<file path="config.mk">
export PLATFORM = sky130hd
export DESIGN_NAME = vga_timing_monitor
export DESIGN_NICKNAME = d
export VERILOG_FILES = /design/src/rtl/vga_timing_pkg.sv /design/src/rtl/vga_sync_edge.sv /design/src/rtl/vga_timing_monitor.sv
export SDC_FILE = /design/constraint.sdc
export NUM_CORES = 1
export LEC_CHECK = 0
export CORE_ASPECT_RATIO = 1.25
export CORE_MARGIN = 5
export CORE_UTILIZATION = 49
export DETAILED_ROUTE_END_ITERATION = 10
export PLACE_DENSITY = 0.82
export REMOVE_ABC_BUFFERS = 1
export SLEW_MARGIN = 10
export SYNTH_ARGS = -nofsm -noshare
export SYNTH_HDL_FRONTEND = slang
export SYNTH_SLANG_ARGS = --single-unit
</file>
<file path="constraint.sdc">
create_clock -name pclk -period 2.3 [get_ports pclk]
set_clock_uncertainty 0.05 [all_clocks]
set_input_delay 0.575 -clock pclk [delete_from_list [all_inputs] [get_ports pclk]]
set_output_delay 0.575 -clock pclk [all_outputs]
set_load 0.02 [all_outputs]
</file>
<file path="src/rtl/vga_timing_pkg.sv">
// vga_timing_pkg: shared 800x600@60 timing constants, counter width and monitor state encoding
package vga_timing_pkg;
  localparam int CW = 11;
  localparam int VGA_H_TOTAL = 1056;
  localparam int VGA_V_TOTAL = 628;
  localparam int VGA_H_ACTIVE = 800;
  localparam int VGA_V_ACTIVE = 600;
  localparam int VGA_H_SYNC_START = 840;
  localparam int VGA_H_SYNC_END = 967;
  localparam int VGA_V_SYNC_START = 601;
  localparam int VGA_V_SYNC_END = 604;
  localparam int VGA_LOCK_FRAMES = 2;
  typedef enum logic [1:0] {SEARCH, TRACK, LOCKED} mon_state_e;
  typedef struct packed {
    logic hsync;
    logic vsync;
    logic hblnk;
    logic vblnk;
  } vga_bus_t;
endpackage

</file>
<file path="src/rtl/vga_sync_edge.sv">
// vga_sync_edge: registers the timing bus, keeps the previous sample and decodes frame start
module vga_sync_edge
  import vga_timing_pkg::*;
(
  input  logic     pclk,
  input  logic     rst,
  input  logic     hsync,
  input  logic     vsync,
  input  logic     hblnk,
  input  logic     vblnk,
  output vga_bus_t s,
  output logic     sof
);
  vga_bus_t s_q, s_d, d_q, d_d;
  // next current/previous samples
  always_comb begin
    s_d = '{hsync: hsync, vsync: vsync, hblnk: hblnk, vblnk: vblnk};
    d_d = s_q;
  end
  // sample registers
  always_ff @(posedge pclk) begin
    if (rst) begin
      s_q <= '0;
      d_q <= '0;
    end else begin
      s_q <= s_d;
      d_q <= d_d;
    end
  end
  assign s = s_q;
  assign sof = d_q.vblnk & d_q.hblnk & ~s_q.vblnk & ~s_q.hblnk;
endmodule

</file>
<file path="src/rtl/vga_timing_monitor.sv">
// vga_timing_monitor: rebuilds and checks VGA timing, locks after clean frames (stats under VGA_MON_STATS_EN)
module vga_timing_monitor
  import vga_timing_pkg::*;
#(
  parameter int H_TOTAL = VGA_H_TOTAL,
  parameter int V_TOTAL = VGA_V_TOTAL,
  parameter int H_ACTIVE = VGA_H_ACTIVE,
  parameter int V_ACTIVE = VGA_V_ACTIVE,
  parameter int H_SYNC_START = VGA_H_SYNC_START,
  parameter int H_SYNC_END = VGA_H_SYNC_END,
  parameter int V_SYNC_START = VGA_V_SYNC_START,
  parameter int V_SYNC_END = VGA_V_SYNC_END,
  parameter int LOCK_FRAMES = VGA_LOCK_FRAMES
) (
  input  logic          pclk,
  input  logic          rst,
  input  logic          hsync,
  input  logic          vsync,
  input  logic          hblnk,
  input  logic          vblnk,
  output logic          locked,
  output logic          err,
  output logic [CW-1:0] hcount_rec,
  output logic [CW-1:0] vcount_rec,
  output logic [15:0]   frame_cnt,
  output logic [7:0]    err_cnt
);
  vga_bus_t s, exp_bus;
  logic sof, hlast, vlast, wrap, mis, lock_now;
  logic [CW-1:0] h_q, h_d, v_q, v_d, h_step, v_step, hrec_q, hrec_d, vrec_q, vrec_d;
  logic [3:0] clean_q, clean_d;
  logic err_q, err_d, locked_q, locked_d;
  mon_state_e state_q, state_d;

  vga_sync_edge u_edge (
    .pclk (pclk),
    .rst  (rst),
    .hsync(hsync),
    .vsync(vsync),
    .hblnk(hblnk),
    .vblnk(vblnk),
    .s    (s),
    .sof  (sof)
  );

  // expected levels at (h, v), mismatch detect and counter step
  always_comb begin
    hlast = h_q == CW'(H_TOTAL - 1);
    vlast = v_q == CW'(V_TOTAL - 1);
    wrap = hlast & vlast;
    exp_bus.hsync = (h_q >= CW'(H_SYNC_START)) && (h_q <= CW'(H_SYNC_END));
    exp_bus.vsync = (v_q >= CW'(V_SYNC_START)) && (v_q <= CW'(V_SYNC_END));
    exp_bus.hblnk = h_q >= CW'(H_ACTIVE);
    exp_bus.vblnk = v_q >= CW'(V_ACTIVE);
    mis = (state_q != SEARCH) && (s != exp_bus);
    lock_now = (state_q == LOCKED) && !mis;
    h_step = hlast ? '0 : h_q + 1'b1;
    v_step = hlast ? (vlast ? '0 : v_q + 1'b1) : v_q;
  end

  // state machine, position tracking and registered outputs
  always_comb begin
    state_d = state_q;
    h_d = h_step;
    v_d = v_step;
    clean_d = clean_q;
    if (state_q == SEARCH) begin
      state_d = sof ? TRACK : SEARCH;
      h_d = sof ? CW'(1) : '0;
      v_d = '0;
      clean_d = '0;
    end else if (mis) begin
      state_d = SEARCH;
      h_d = '0;
      v_d = '0;
      clean_d = '0;
    end else if (state_q == TRACK && wrap) begin
      clean_d = clean_q + 4'd1;
      state_d = (clean_q + 4'd1 == 4'(LOCK_FRAMES)) ? LOCKED : TRACK;
    end
    err_d = mis;
    locked_d = lock_now;
    hrec_d = lock_now ? h_q : '0;
    vrec_d = lock_now ? v_q : '0;
  end

  // monitor registers
  always_ff @(posedge pclk) begin
    if (rst) begin
      state_q <= SEARCH;
      h_q <= '0;
      v_q <= '0;
      clean_q <= '0;
      err_q <= 1'b0;
      locked_q <= 1'b0;
      hrec_q <= '0;
      vrec_q <= '0;
    end else begin
      state_q <= state_d;
      h_q <= h_d;
      v_q <= v_d;
      clean_q <= clean_d;
      err_q <= err_d;
      locked_q <= locked_d;
      hrec_q <= hrec_d;
      vrec_q <= vrec_d;
    end
  end

  assign err = err_q;
  assign locked = locked_q;
  assign hcount_rec = hrec_q;
  assign vcount_rec = vrec_q;

`ifdef VGA_MON_STATS_EN
  logic [15:0] fcnt_q, fcnt_d;
  logic [7:0] ecnt_q, ecnt_d;
  // locked frame count wraps, error count saturates
  always_comb begin
    fcnt_d = fcnt_q + 16'(lock_now & wrap);
    ecnt_d = ecnt_q + 8'(mis && ecnt_q != 8'hff);
  end
  // statistics registers
  always_ff @(posedge pclk) begin
    if (rst) begin
      fcnt_q <= '0;
      ecnt_q <= '0;
    end else begin
      fcnt_q <= fcnt_d;
      ecnt_q <= ecnt_d;
    end
  end
  assign frame_cnt = fcnt_q;
  assign err_cnt = ecnt_q;
`else
  assign frame_cnt = '0;
  assign err_cnt = '0;
`endif
endmodule

</file>
==> results of run 1 <==
-- worst paths after layout --
| path | startpoint | endpoint | slack, ns | depth (start not counted) |
|---|---|---|---|---|
| worst max register to register | v_q[10]$_SDFFE_PP0P_ | h_q[8]$_SDFF_PP0_ | 0.07 | 6 |
| worst min-delay path | h_q[1]$_SDFF_PP0_ | hcount_rec[1]$_SDFF_PP0_ | 0.45 | 2 |
| worst max-delay path | v_q[10]$_SDFFE_PP0P_ | h_q[8]$_SDFF_PP0_ | 0.07 | 6 |
| worst min register to register | h_q[1]$_SDFF_PP0_ | hcount_rec[1]$_SDFF_PP0_ | 0.45 | 2 |
-- power by group through the flow --
stage | Sequential [µW] | Clock (µW) | Combinational [µW]
detailed placement | 1040 | 0 | 111
floorplan | 1040 | 0 | 74.5
global placement | 1040 | 0 | 108
CTS | 1010 | 1190 | 112
global route | 1010 | 1230 | 127
finish | 1010 | 1170 | 119
-- Yosys cell counts (all sizes together) --
library cell | count | area (µm²)
a21bo | 1 | 10.0
nor4 | 7 | 50.1
a41o | 1 | 10.0
nand4b | 1 | 8.76
o211ai | 2 | 15.0
nor3b | 1 | 7.51
a21oi | 2 | 10.0
or3b | 1 | 8.76
and2 | 1 | 6.26
nor2 | 7 | 26.3
nor2b | 8 | 50.1
inv | 8 | 30.0
clkbuf | 6 | 22.5
o21a | 1 | 7.51
nor3 | 51 | 343
nand3b | 3 | 35.0
or4 | 1 | 11.3
nand3 | 28 | 158
o21bai | 1 | 7.51
conb | 1 | 3.75
nand4 | 7 | 43.8
dfxtp | 58 | 1160
o21ba | 1 | 10.0
a211oi | 1 | 12.5
ha | 7 | 87.6
or3 | 3 | 23.8
buf | 33 | 253
or4bb | 1 | 11.3
nand2 | 11 | 48.8
and4 | 1 | 8.76
o21ai | 3 | 15.0
mux2 | 1 | 11.3
and3 | 6 | 40.0
a31oi | 2 | 18.8
xor2 | 11 | 104
o31ai | 2 | 15.0
or4b | 2 | 23.8
nor4b | 1 | 8.76
xnor2 | 12 | 113
o41ai | 1 | 8.76
mux2i | 1 | 10.0
a2111oi | 1 | 27.5
-- through the flow --
stage,utilization (%),std cells
final,61.4,412
after global routing,61.4,412
after CTS,60.4,409
after detailed placement,56.1,394
after global placement,56.1,394
after floorplan,-,282
-- layer usage --
| metal | track usage [%] | part of all wire (%) | up-vias |
|---|---|---|---|
| met5 | 0 | 0 | - |
| met4 | 9.48 | 1.7 | 0 |
| met3 | 2.93 | 6.3 | 10 |
| met2 | 29.0 | 51 | 88 |
| met1 | 19.4 | 41 | 1039 |
| li1 | - | - | 1093 |
-- layout make-up --
cell class	count	area, µm²
Multi-Input combinational cell	217	1540
Sequential cell	58	1160
Clock buffer	11	151
Timing Repair Buffer	48	458
Tap cell	66	82.6
Clock inverter	4	98.8
Inverter	8	30.0
Fill cell	472	2210
-- worst max-delay path, delay by kind of cell, from the launching register on --
family                    cells  cell delay (ns)
DFF                           1             0.34
xor gates and xnor gates      1             0.23
AOI/OAI and AO/OA             1             0.41
and+or+nand+nor               3             0.91
buffers and inverters         1             0.21
-- timing repair --
action / 4_1_cts / 5_1_grt
buffers inserted: 0 / 2
endpoints found under the setup margin: 0 / 18
resized for setup: 0 / 6
-- state kept, by name, indices dropped and copies added, names as in the netlist --
register    flops
clean_q         4
err             1
h_q            11
hcount_rec     11
locked          1
state_q         2
u_edge.d_q      2
u_edge.s        4
v_q            11
vcount_rec     11
-- cell families (layout without fill, tap and decap cells) --
group	Yosys count	count (layout)
and+or+nand+nor	141	142
DFF	58	58
buffers and inverters	47	71
xor gates and xnor gates	23	23
AOI/OAI and AO/OA	19	19
adders and majority gates	7	7
muxes	2	2
other	1	24
==> results.cfg, run 1 <==
[placement]
port_buffers = 29
place_ws_ns = 0.0704
dpl.hpwl_um = 4110
dpl-instance-area_um2 = 3220
gp_congestion = 0.896

[synth]
yosysWarnings = 0
netlist_instances = 298
synth-compound-area-share_pct = 5.83
synth_top_family_by_area = simple AND/OR/NAND/NOR gates
synth_seq_cells = 58
synthSimpleGateAreaFrac_pct = 31.8
synth_mux_area_share_pct = 0.739
synth.distinct_cells = 58
synthXorXnorAreaFrac_pct = 7.53
avgSynthCellArea_um2 = 9.65
seq_area_frac_synth_pct = 40.4
synthAdderAreaFrac_pct = 3.04
synth_area_um2 = 2880

[sta]
finalWorstSetupSlack_ns = 0.0693
slew_violations = 0
fmax_mhz = 448
fin_crit_sh_pct = 97.0
hold_viol_final = 0
layout_min_cycle_time_ns = 2.23
finalSetupTns_ns = 0
whs_ns = 0.446
setup_viol = 0

[power_and_ir_drop]
combinationalPowerShare_pct = 5.2
p_sw_uw = 493
intPower_uw = 1810
p_clk_share_pct = 50.8
total_power_uw = 2310
powerDensity_nw_per_um2 = 654
pwr-share-seq_pct = 44.0
p_sw_share_pct = 21.4
vdd_drop_max_v = 0.000494
power.leakage_uw = 0.00122

[clock_network]
clk_pin_slew_ns = 0.07
cts_tree = done
insertion_delay_ns = 0.34
cts_sinks = 58
h-tree-depth = 3
cts_buffer_depth = 2
cts_hold_buf = 0
root_buffer = clkbuf_8
cts-buffers-inserted = 9

[layout]
layout_common_cells = dfxtp_1, nor3_1, clkdlybuf4s50_1, nand3_1, conb_1
fin_nets = 355
insertedDiodeCount = 0
final_common_cell = dfxtp_1
fin_area_um2 = 3530
syn_to_final_growth_pct = 22.6
drive_gt1_share_pct = 21.4

[die]
dieWidth_um = 78.5
rows = 31
die-height_um = 95.7
core_area_um2 = 5740
dieArea_um2 = 7510
start_util_pct = 50.1
boundaryPins = 54

[global_route]
grt-ovfl-total = 0
globalRouteTotalUtil_pct = 16.7
grt_max_degree = 46
grt_antenna_before_repair = 0
grt_pass1_wl_um = 9780
grt_pass1_vias = 2091

[drt]
totalWireLength_um = 6020
ant_nets = 0
via_per_inst = 5.41
drcViolationCount = 0
wl_per_cell_um = 14.6
drt_iter0_drc = 216
drt_first_pass_iters = 5
vias = 2230

[critical_path]
endpoint_kind = register
arrival_ns = 2.45
max_stage_delay_ns = 0.58
crit_type = reg -> reg
crit_fanout = 7
cp_slowest_cell = or4b_4
start_kind = register
path_cells = or4b_4 -> a2111oi_4 -> xnor2_4 -> nand3b_4 -> buf_4 -> nor3_2
required_ns = 2.52

[outcome]
status = finished, final reports clean

[hold_path]
hold_class = reg -> reg

[run]
drv_cap = 0
(Power assumes the default switching activity.)
==> inputs of run 2 (changes only) <==
PLACE_DENSITY = default   (was 0.82)
PLACE_DENSITY_LB_ADDON = 0.2   (was default)
==> run 2 against run 1 <==
Compared with the run above:
- register-to-register slack better by 0.07 ns
- flip-flop and latch count unchanged
- cell area fell by 0.89%
- critical path type unchanged
- critical endpoint is now clean_q[0]$_SDFFE_PP0P_
- highest routed layer unchanged
==> results.cfg, run 2 (synthesized netlist as in run 1, its figures left out) <==
[global_route]
grt_pass1_wl_um = 9790
grt_antenna_before_repair = 0
globalRouteTotalUtil_pct = 17.2
grt_pass1_vias = 1981
grt-ovfl-total = 0
grt_max_degree = 43

[die]
dieArea_um2 = 7510
dieWidth_um = 78.5
start_util_pct = 50.1
die-height_um = 95.7
core_area_um2 = 5740
rows = 31
boundaryPins = 54

[power_and_ir_drop]
powerDensity_nw_per_um2 = 643
p_clk_share_pct = 49.9
p_sw_share_pct = 22.1
vdd_drop_max_v = 0.000364
combinationalPowerShare_pct = 5.1
pwr-share-seq_pct = 45.1
p_sw_uw = 498
power.leakage_uw = 0.00122
intPower_uw = 1750
total_power_uw = 2250

[drt]
via_per_inst = 5.27
drt_first_pass_iters = 5
drcViolationCount = 0
wl_per_cell_um = 14.3
ant_nets = 0
totalWireLength_um = 5940
vias = 2188
drt_iter0_drc = 115

[critical_path]
path_cells = or4b_4 -> a2111oi_4 -> xnor2_2 -> nand3b_4 -> buf_12 -> nor3_1
arrival_ns = 2.36
crit_type = reg -> reg
required_ns = 2.50
start_kind = register
cp_slowest_cell = or4b_4
crit_fanout = 8
max_stage_delay_ns = 0.57
endpoint_kind = register

[sta]
slew_violations = 0
hold_viol_final = 0
finalWorstSetupSlack_ns = 0.144
whs_ns = 0.460
setup_viol = 0
fin_crit_sh_pct = 93.7
rsz0062_at_grt = false
fmax_mhz = 464
layout_min_cycle_time_ns = 2.16

[clock_network]
h-tree-depth = 3
cts-buffers-inserted = 9
cts_sinks = 58
cts_tree = done
cts_buffer_depth = 2
root_buffer = clkbuf_8
clk_pin_slew_ns = 0.07
insertion_delay_ns = 0.35

[layout]
drive_gt1_share_pct = 20.6
fin_area_um2 = 3490
fin_cells = 415
fin_nets = 357
layout_common_cells = dfxtp_1, nor3_1, clkdlybuf4s50_1, nand3_1, conb_1
final_common_cell = dfxtp_1
insertedDiodeCount = 0
syn_to_final_growth_pct = 21.5

[hold_path]
hold_class = reg -> reg

[placement]
port_buffers = 29
post-place-cells = 396
dpl-instance-area_um2 = 3230
dpl.hpwl_um = 4230
gp_congestion = 0.860
place_ws_ns = -0.00139

[outcome]
status = finished, final reports clean

[run]
drv_cap = 0
==> run 2: area by class of cell <==
class,instances,area (µm²)
Fill cell,500,2250
Clock buffer,10,128
Inverter,8,30.0
Tap cell,66,82.6
Clock inverter,6,105
Sequential cell,58,1160
Multi-Input combinational cell,216,1510
Timing Repair Buffer,51,480
==> run 2: layer usage <==
metal | global-route usage [%] | wire, µm | vias to the layer above | part of all wire (%)
met5 | 0 | 0 | - | 0
met4 | 10.6 | 243 | 0 | 4.1
met3 | 6.24 | 336 | 20 | 5.7
met2 | 26.6 | 2810 | 79 | 47
met1 | 20.4 | 2550 | 992 | 43
li1 | - | - | 1097 | -
==> run 2: path summary, 6_finish.rpt <==
check                                             from  slack (ns)  cells past startpoint                        to
worst max-delay path               v_q[7]$_SDFFE_PP0P_        0.14                      6   clean_q[0]$_SDFFE_PP0P_
worst min-delay path            u_edge.s[0]$_SDFF_PP0_        0.46                      1  u_edge.d_q[0]$_SDFF_PP0_
worst max register to register     v_q[7]$_SDFFE_PP0P_        0.14                      6   clean_q[0]$_SDFFE_PP0P_
worst min register to register  u_edge.s[0]$_SDFF_PP0_        0.46                      1  u_edge.d_q[0]$_SDFF_PP0_
==> run 2: worst max-delay path: cells and delay by family, from the launching register on <==
family / cells / cell delay (ns)
flops: 1 / 0.31
buf+inv: 1 / 0.18
compound gates: 1 / 0.34
simple gates: 3 / 0.95
xor+xnor: 1 / 0.22
==> run 2: power by group through the flow <==
stage          clock network, µW  registers [µW]  logic [µW]
3_3_place_gp                   0            1040         111
5_1_grt                     1210            1010         123
6_report                    1120            1010         114
3_5_place_dp                   0            1040         113
4_1_cts                     1140            1010         113
2_1_floorplan                  0            1040        74.5
==> run 2: repair_timing <==
item,in CTS,in global routing
gates resized for setup,0,1
buffers inserted,2,1
endpoints found under the setup margin,1,7
hold buffers,0,0
cloned,0,0
pin swaps,1,2
==> run 2: stage by stage <==
stage	util [%]	TNS (ns)
after global placement	56.3	0
final	60.9	0
after floorplan	-	-20.29
after detailed placement	56.3	-0.00139
after global routing	60.9	0
after CTS	60.6	0
